**config.mk**
```make
export PLATFORM = sky130hd
export DESIGN_NAME = hazard_stall_ctrl
export DESIGN_NICKNAME = d
export VERILOG_FILES = /design/src/rtl/hazard_stall_ctrl.sv
export SDC_FILE = /design/constraint.sdc
export NUM_CORES = 1
export LEC_CHECK = 0
export CAP_MARGIN = 20
export CORE_MARGIN = 2
export CORE_UTILIZATION = 31
export DETAILED_ROUTE_END_ITERATION = 8
export MAX_ROUTING_LAYER = met4
export PLACE_DENSITY = 0.81
export SLEW_MARGIN = 20
export SYNTH_ARGS = -nofsm -noshare
export SYNTH_HDL_FRONTEND = slang
export SYNTH_SLANG_ARGS = --single-unit
```
**constraint.sdc**
```tcl
create_clock -name clk -period 2.4 [get_ports clk]
set_clock_uncertainty 0.1 [all_clocks]
set_input_delay 0.48 -clock clk [delete_from_list [all_inputs] [get_ports clk]]
set_output_delay 0.48 -clock clk [all_outputs]
set_load 0.01 [all_outputs]
```
**src/rtl/hazard_stall_ctrl.sv**
```systemverilog
// Hazard and stall control for the PC, IF/ID, ID/EX and EX/MEM registers.
// Handles load-use stalls, taken-branch flushes and fixed-latency mult/div freezes.
// Outputs are Mealy: combinational from state, busy counter and current inputs.
// Optional build macro HAZ_PERF_EN adds the stall/flush performance counters;
// without it perf_stalls/perf_flushes are tied to zero.
module hazard_stall_ctrl #(
  parameter int unsigned MUL_LAT = 4,
  parameter int unsigned DIV_LAT = 32,
  parameter int unsigned CNT_W   = 6,
  parameter int unsigned PERF_W  = 32
) (
  input  logic              clk,
  input  logic              rst,
  input  logic [4:0]        id_rs,
  input  logic [4:0]        id_rt,
  input  logic              id_uses_rt,
  input  logic [4:0]        ex_rt,
  input  logic              ex_mem_read,
  input  logic              ex_mdu_start,
  input  logic              ex_mdu_div,
  input  logic              ex_br_taken,
  output logic              pc_en,
  output logic              ifid_en,
  output logic              ifid_flush,
  output logic              idex_en,
  output logic              idex_bubble,
  output logic              exmem_bubble,
  output logic              mdu_busy,
  output logic              mdu_done,
  output logic [PERF_W-1:0] perf_stalls,
  output logic [PERF_W-1:0] perf_flushes
);

  typedef enum logic [0:0] {StRun, StMduBusy} state_e;

  localparam logic [CNT_W-1:0] MulCnt = CNT_W'(MUL_LAT - 1);
  localparam logic [CNT_W-1:0] DivCnt = CNT_W'(DIV_LAT - 1);
  localparam logic             MulOne = (MUL_LAT == 1);
  localparam logic             DivOne = (DIV_LAT == 1);

  state_e           state_q, state_d;
  logic [CNT_W-1:0] cnt_q, cnt_d;
  logic             load_use;
  logic             lat_one;

  // $r0 is hardwired zero, so a load targeting it never creates a hazard.
  assign load_use = ex_mem_read && (ex_rt != 5'd0) &&
                    ((ex_rt == id_rs) || (id_uses_rt && (ex_rt == id_rt)));
  assign lat_one  = ex_mdu_div ? DivOne : MulOne;

  // Next state, busy counter and all pipeline control strobes.
  always_comb begin
    state_d      = state_q;
    cnt_d        = cnt_q;
    pc_en        = 1'b1;
    ifid_en      = 1'b1;
    idex_en      = 1'b1;
    ifid_flush   = 1'b0;
    idex_bubble  = 1'b0;
    exmem_bubble = 1'b0;
    mdu_busy     = 1'b0;
    mdu_done     = 1'b0;
    if (rst) begin
      state_d = StRun;
      cnt_d   = '0;
    end else begin
      unique case (state_q)
        StRun: begin
          if (ex_mdu_start) begin
            pc_en        = 1'b0;
            ifid_en      = 1'b0;
            idex_en      = 1'b0;
            exmem_bubble = 1'b1;
            mdu_busy     = 1'b1;
            cnt_d        = ex_mdu_div ? DivCnt : MulCnt;
            if (lat_one) begin
              mdu_done = 1'b1;
            end else begin
              state_d = StMduBusy;
            end
          end else if (ex_br_taken) begin
            // Any load-use match this cycle is on the wrong path.
            ifid_flush  = 1'b1;
            idex_bubble = 1'b1;
          end else if (load_use) begin
            pc_en       = 1'b0;
            ifid_en     = 1'b0;
            idex_bubble = 1'b1;
          end
        end
        StMduBusy: begin
          pc_en        = 1'b0;
          ifid_en      = 1'b0;
          idex_en      = 1'b0;
          exmem_bubble = 1'b1;
          mdu_busy     = 1'b1;
          cnt_d        = cnt_q - CNT_W'(1);
          if (cnt_q == CNT_W'(1)) begin
            mdu_done = 1'b1;
            state_d  = StRun;
          end
        end
        default: state_d = StRun;
      endcase
    end
  end

  // State and busy counter; rst is folded into the next-state logic.
  always_ff @(posedge clk) begin
    state_q <= state_d;
    cnt_q   <= cnt_d;
  end

`ifdef HAZ_PERF_EN
  logic [PERF_W-1:0] perf_stalls_q, perf_stalls_d;
  logic [PERF_W-1:0] perf_flushes_q, perf_flushes_d;

  // Free-running event counts, wrapping at 2^PERF_W.
  always_comb begin
    perf_stalls_d  = perf_stalls_q + PERF_W'(!pc_en);
    perf_flushes_d = perf_flushes_q + PERF_W'(ifid_flush);
    if (rst) begin
      perf_stalls_d  = '0;
      perf_flushes_d = '0;
    end
  end

  // Performance counter registers.
  always_ff @(posedge clk) begin
    perf_stalls_q  <= perf_stalls_d;
    perf_flushes_q <= perf_flushes_d;
  end

  assign perf_stalls  = rst ? '0 : perf_stalls_q;
  assign perf_flushes = rst ? '0 : perf_flushes_q;
`else
  assign perf_stalls  = '0;
  assign perf_flushes = '0;
`endif

  // A mult/div cannot share EX with a load or a taken branch.
  illegal_mdu_combo_a: assert property (@(posedge clk) disable iff (rst)
    (state_q == StRun) |-> !(ex_mdu_start && (ex_br_taken || ex_mem_read)));

endmodule
```
==> impl_metrics.py, run 1 <==
metrics = {
    "grt": {
        "grt_overflow": 0,
        "grt_pass1_wl_mm": 2.51,
        "grt_usage_pct": 9.31,
        "grt_pass1_vias": 588,
        "grt_antenna_before_repair": 0,
        "grt_max_degree": 12,
    },
    "final_layout": {
        "fin_util_pct": 38.7,
        "n_antenna_cell": 0,
        "final_cells": 218,
        "drive_above_1_share_pct": 17.2,
        "synthToLayoutAreaGrowth_pct": 16.4,
        "nets": 199,
    },
    "setup_path": {
        "r2r_cells": 5,
        "required_ns": 1.82,
        "r2r_start": "cnt_q[0]",
        "regToRegSetupSlack_ns": 0.87,
        "critPathArrivalTime_ns": 1.74,
        "crit_fanout": 2,
        "cp-startpoint": "ex_rt[3]",
        "crit_type": "in2out",
        "end_kind": "output port",
        "start_kind": "primary input",
        "reg2reg_to": "cnt_q[4]",
    },
    "sta": {
        "hold_viol": 0,
        "period_minus_slack_ns": 2.32,
        "max_freq_mhz": 430,
        "whs_ns": 0.413,
        "rsz0062_at_grt": "no",
        "setup_viol": 0,
        "min_period_over_period_pct": 96.8,
        "final_max_slew_viol_count": 0,
    },
    "clock_tree": {
        "cts_made_buffers": 3,
        "cts_setup_buffers": 0,
        "hold_buffers": 0,
        "clockBufferDepth": 2,
        "clkTransAtPathRegs_ns": 0.05,
        "cts_tree": "done",
        "clock_latency_ns": 0.26,
        "htreeDepth": 1,
        "cts_sinks": 7,
        "ctsRootBufferMaster": "clkbuf_4",
    },
    "placement": {
        "dp_cells": 214,
        "place.gp.congestion": 0.823,
        "numPortBuffers": 29,
        "dpl.hpwl_mm": 1.53,
    },
    "synth": {
        "synth_edf_count": 0,
        "async_reset_ff_share_pct": 0,
        "yosysUniqueCellTypes": 28,
        "synth.ff_latch_count": 7,
        "synth_warnings": 0,
        "yosysTopAreaCell": "buf_4",
        "yosysMostFrequentCell": "buf_4",
        "synth_flop_cell": "dfxtp_1",
        "synth_common_cells": "buf_4 (66), xor2_1 (9), dfxtp_1 (7), nor3_1 (7)",
        "yosysSeqAreaShare_pct": 13.6,
        "synth_top_area_share_pct": 48.1,
        "netlist_instances": 135,
        "avgSynthCellArea_um2": 7.64,
        "synthTopCellsByArea": "buf_4 (48%), dfxtp_1 (14%), xor2_1 (7.6%)",
        "netlist_area_um2": 1030,
    },
    "power": {
        "leakagePower_uw": 0.000642,
        "p_per_area_nw_per_um2": 360,
        "ir_worst_vdd_uv": 187,
        "report.power.total_uw": 432,
    },
    "detailed_routing": {
        "dr_total_vias": 784,
        "drt-initial-drc-count": 7,
        "wl_per_cell_um": 8.07,
        "ant_nets": 0,
        "via_per_inst": 3.60,
        "firstDrtPassIters": 4,
        "drc": 0,
        "wirelength_mm": 1.76,
    },
    "min_path": {
        "hold_class": "reg2reg",
        "worstHoldStart": "cnt_q[2]",
        "worstHoldPathCells": 2,
        "min_to": "cnt_q[2]",
    },
    "die": {
        "ioPinCount": 94,
        "start_util_pct": 33.2,
        "dieArea_um2": 3800,
        "coreArea_um2": 3100,
        "die_h_um": 61.7,
        "num_rows": 20,
        "die_width_um": 61.7,
    },
    "job": {
        "maxCapViolations": 0,
    },
    "status": {
        "outcome": "finished, final reports clean",
    },
}
[state kept, by name, summed over array words and instances (netlist names)]
register,count
cnt_q,6
state_q,1
[cell usage in the layout, fill, tap and decap left out, types with 2 or more instances in the layout]
cell / n
xor2_1: 8
clkbuf_4: 3
dlymetal6s2s_1: 4
nand2_1: 4
buf_4: 11
a211oi_1: 3
clkdlybuf4s50_1: 8
dlygate4sd2_1: 5
clkbuf_2: 6
ha_1: 2
buf_2: 3
dfxtp_1: 7
nor3_1: 6
nor2_1: 5
o21ai_0: 3
inv_1: 4
a31oi_1: 3
conb_1: 64
nor2b_1: 5
[worst max-delay path, stage by stage]
cell and delay [ns]:
buf_6 0.10, xor2_2 0.16, nor4_2 0.26, a32oi_1 0.15, o41a_1 0.44, buf_2 0.15
[worst max-delay path by stage]
stage               endpoint  cells past startpoint  slack (ns)
CTS                    pc_en                      6       0.001
floorplan              pc_en                      5        0.21
global placement     ifid_en                      6       -0.59
global route         ifid_en                      6        0.01
detailed placement     pc_en                      6       -0.61
finish                 pc_en                      6        0.08
[stage by stage]
stage	TNS [ns]	setup WS, ns	area, µm²
floorplan	0	0.213	1270
global route	0	0.00957	1200
detailed placement	-2.28	-0.610	1190
CTS	0	0.00122	1200
finish	0	0.0760	1200
global placement	-2.25	-0.586	1190
[cells by family after synthesis]
| group | count (synthesis) | synth area share [%] |
|---|---|---|
| adders and majority gates | 2 | 2.43 |
| AOI/OAI and AO/OA | 16 | 10.7 |
| other | 1 | 0.364 |
| xor gates and xnor gates | 10 | 8.50 |
| DFF | 7 | 13.6 |
| and+or+nand+nor | 27 | 14.2 |
| buffers and inverters | 72 | 50.2 |
[final cells by class]
type | count | area [µm²]
Tap cell | 44 | 55.1
Fill cell | 336 | 1900
Timing Repair Buffer | 40 | 334
Multi-Input combinational cell | 119 | 629
Inverter | 4 | 15.0
Sequential cell | 7 | 140
Clock buffer | 4 | 26.3
[per-layer routing]
metal / share of wire, % / global-route usage, % / vias up / wire length, µm
met3: 12 / 3.99 / 4 / 213
met4: 0.91 / 2.74 / 0 / 16
li1: - / - / 392 / -
met2: 48 / 14.0 / 52 / 852
met1: 38 / 11.3 / 336 / 676
met5: 0 / - / - / 0
[timing repair]
item,4_1_cts,5_1_grt
pin swaps,7,8
cloned,0,0
resized for setup,33,21
setup endpoints to repair,8,3
[power by group]
| part | internal [µW] | total (µW) | switching [µW] |
|---|---|---|---|
| registers | 128 | 139 | 10.9 |
| logic | 74.9 | 181 | 106 |
| clock network | 63.8 | 112 | 48.6 |
(Power assumes the default switching activity.)
==> run 2, diff against run 1 <==
==> constraint.sdc (replaced) <==
create_clock -name clk -period 2.5 [get_ports clk]
set_clock_uncertainty 0.1 [all_clocks]
set_input_delay 0.5 -clock clk [delete_from_list [all_inputs] [get_ports clk]]
set_output_delay 0.5 -clock clk [all_outputs]
set_load 0.01 [all_outputs]
==> run 2 against run 1 <==
  * Flip-flop and latch count is the same
  * Power fell by 5.0%
  * Non-clock buffer count is 2 higher
  * Clock power down 8%
  * Routed wire length rose by 2.6%
==> impl_metrics.py, run 2 (synthesis results as in run 1) <==
metrics = {
    "setup_path": {
        "r2r_start": "cnt_q[0]",
        "critPathMaxStageDelay_ns": 0.47,
        "start_kind": "primary input",
        "reg2reg_to": "cnt_q[4]",
        "required_ns": 1.90,
        "crit_top_cell": "buf_4",
        "critPathArrivalTime_ns": 1.86,
        "worstPathCellList": "clkdlybuf4s50_1 > nor3_2 > buf_4 > buf_4 > o211ai_1 > o21bai_1 > clkdlybuf4s15_2",
        "r2r_cells": 5,
        "crit_type": "in2out",
        "crit_fanout": 3,
        "end_kind": "output port",
        "regToRegSetupSlack_ns": 0.97,
        "cpMaxStageDelayCell": "clkdlybuf4s50_1",
    },
    "die": {
        "ioPinCount": 94,
        "num_rows": 20,
        "dieArea_um2": 3800,
        "start_util_pct": 33.2,
        "die_width_um": 61.7,
        "coreArea_um2": 3100,
        "die_h_um": 61.7,
    },
    "grt": {
        "grt_pass1_vias": 610,
        "grt.met2_usage_pct": 15.2,
        "use_met3_pct": 4.62,
        "grt_max_degree": 12,
        "grt_pass1_wl_mm": 2.62,
        "met1_usage_pct": 11.6,
        "busiest_layer": "met2",
        "grt_antenna_before_repair": 0,
        "grt_usage_pct": 9.65,
        "grt_overflow": 0,
    },
    "clock_tree": {
        "cts_tree": "done",
        "ctsRootBufferMaster": "clkbuf_4",
        "htreeDepth": 1,
        "clkTransAtPathRegs_ns": 0.05,
        "clock_latency_ns": 0.25,
        "cts_made_buffers": 3,
        "cts_sinks": 7,
        "clockBufferDepth": 2,
    },
    "power": {
        "p_sw_share_pct": 37.6,
        "report.power.total_uw": 411,
        "p_comb_share_pct": 42.5,
        "p_switching_uw": 154,
        "leakagePower_uw": 0.000626,
        "p_int_uw": 256,
        "power_frac_clock_pct": 25.0,
        "p_per_area_nw_per_um2": 337,
        "ir_worst_vdd_uv": 191,
        "seqPwrFrac_pct": 32.5,
    },
    "final_layout": {
        "final_cells": 220,
        "fin_util_pct": 39.2,
        "largest_register": "cnt_q",
        "drive_above_1_share_pct": 13.1,
        "synthToLayoutAreaGrowth_pct": 18.1,
        "nets": 201,
        "fillers": 349,
        "largest_register_ffs": 6,
        "n_antenna_cell": 0,
        "mostFrequentLayoutCells": "conb_1 (64), dlygate4sd2_1 (14), buf_4 (13)",
        "top_regs": "cnt_q (6), state_q (1)",
        "layout_commonest_cell": "conb_1",
    },
    "detailed_routing": {
        "firstDrtPassIters": 2,
        "via_per_inst": 3.55,
        "ant_nets": 0,
        "wl_per_cell_um": 8.20,
        "drt-initial-drc-count": 2,
        "drc": 0,
        "wirelength_mm": 1.80,
        "dr_total_vias": 782,
    },
    "sta": {
        "setup_viol": 0,
        "rsz0062_at_grt": "yes",
        "hold_viol": 0,
        "max_freq_mhz": 407,
        "period_minus_slack_ns": 2.46,
        "final_max_slew_viol_count": 0,
        "min_period_over_period_pct": 98.3,
        "whs_ns": 0.419,
    },
    "min_path": {
        "hold_class": "reg2reg",
        "worstHoldPathCells": 2,
        "min_to": "cnt_q[2]",
        "worstHoldStart": "cnt_q[2]",
    },
    "job": {
        "maxCapViolations": 0,
    },
    "placement": {
        "place.gp.congestion": 0.827,
        "dp_cells": 214,
        "dpl.hpwl_mm": 1.57,
        "numPortBuffers": 29,
    },
    "status": {
        "outcome": "finished, final reports clean",
    },
}
[run 2: changes by cell type in the layout (fill, tap and decap cells not counted)]
cell / previous run / this run
xor2_1: 8 / 9
xor2_2: 1 / 0
buf_6: 1 / 0
buf_4: 11 / 13
o21ai_2: 1 / 0
o21ai_1: 0 / 1
clkbuf_2: 6 / 0
buf_2: 3 / 2
clkdlybuf4s15_1: 1 / 3
clkdlybuf4s15_2: 1 / 2
dlymetal6s2s_1: 4 / 0
dlygate4sd2_1: 5 / 14
[run 2: how the worst max path moves through the flow]
stage | from | endpoint | slack, ns
final | ex_mdu_start | idex_bubble | 0.04
after global routing | ex_rt[3] | idex_bubble | -0.04
after CTS | id_rt[3] | ifid_en | 0.01
after detailed placement | ex_rt[1] | ifid_en | -0.54
after global placement | ex_rt[1] | ifid_en | -0.53
after floorplan | ex_rt[3] | pc_en | 0.27
[run 2: final cells by class]
| class | count | area [µm²] | area share [%] |
|---|---|---|---|
| Inverter | 4 | 15.0 | 1.23 |
| Clock buffer | 4 | 26.3 | 2.16 |
| Tap cell | 44 | 55.1 | 4.52 |
| Timing Repair Buffer | 42 | 363 | 29.8 |
| Sequential cell | 7 | 140 | 11.5 |
| Multi-Input combinational cell | 119 | 618 | 50.8 |
[run 2: routing by layer]
metal / part of all wire, % / wire length (µm) / up-vias
li1: - / - / 399
met5: 0 / 0 / -
met1: 40 / 722 / 331
met2: 48 / 874 / 52
met4: 0 / 0 / 0
met3: 11 / 207 / 0
[run 2: what timing repair did]
| item | CTS | global route |
|---|---|---|
| pin swaps | 8 | 2 |
| setup endpoints to repair | 8 | 3 |
| buffers inserted | 2 | 0 |
| resized for setup | 36 | 0 |
| hold buffers | 0 | 0 |
[run 2: metrics by stage]
stage / TNS [ns] / setup WS [ns] / instance area [µm²]
after floorplan: 0 / 0.273 / 1270
after CTS: 0 / 0.0101 / 1220
after detailed placement: -1.82 / -0.543 / 1190
after global placement: -1.73 / -0.527 / 1190
final: 0 / 0.0432 / 1220
after global routing: -0.0361 / -0.0361 / 1220
[run 2: power groups by stage]
stage | sequential [µW] | combinational, µW | clock (µW)
final | 133 | 174 | 103
after global routing | 136 | 196 | 116
after CTS | 133 | 173 | 107
after detailed placement | 135 | 181 | 0
after global placement | 135 | 179 | 0
after floorplan | 133 | 181 | 0
[run 2: worst max-delay path, delay by kind of cell]
family / cells / cell delay (ns)
AOI/OAI and AO/OA: 2 / 0.26
buffers and inverters: 4 / 0.94
and+or+nand+nor: 1 / 0.16
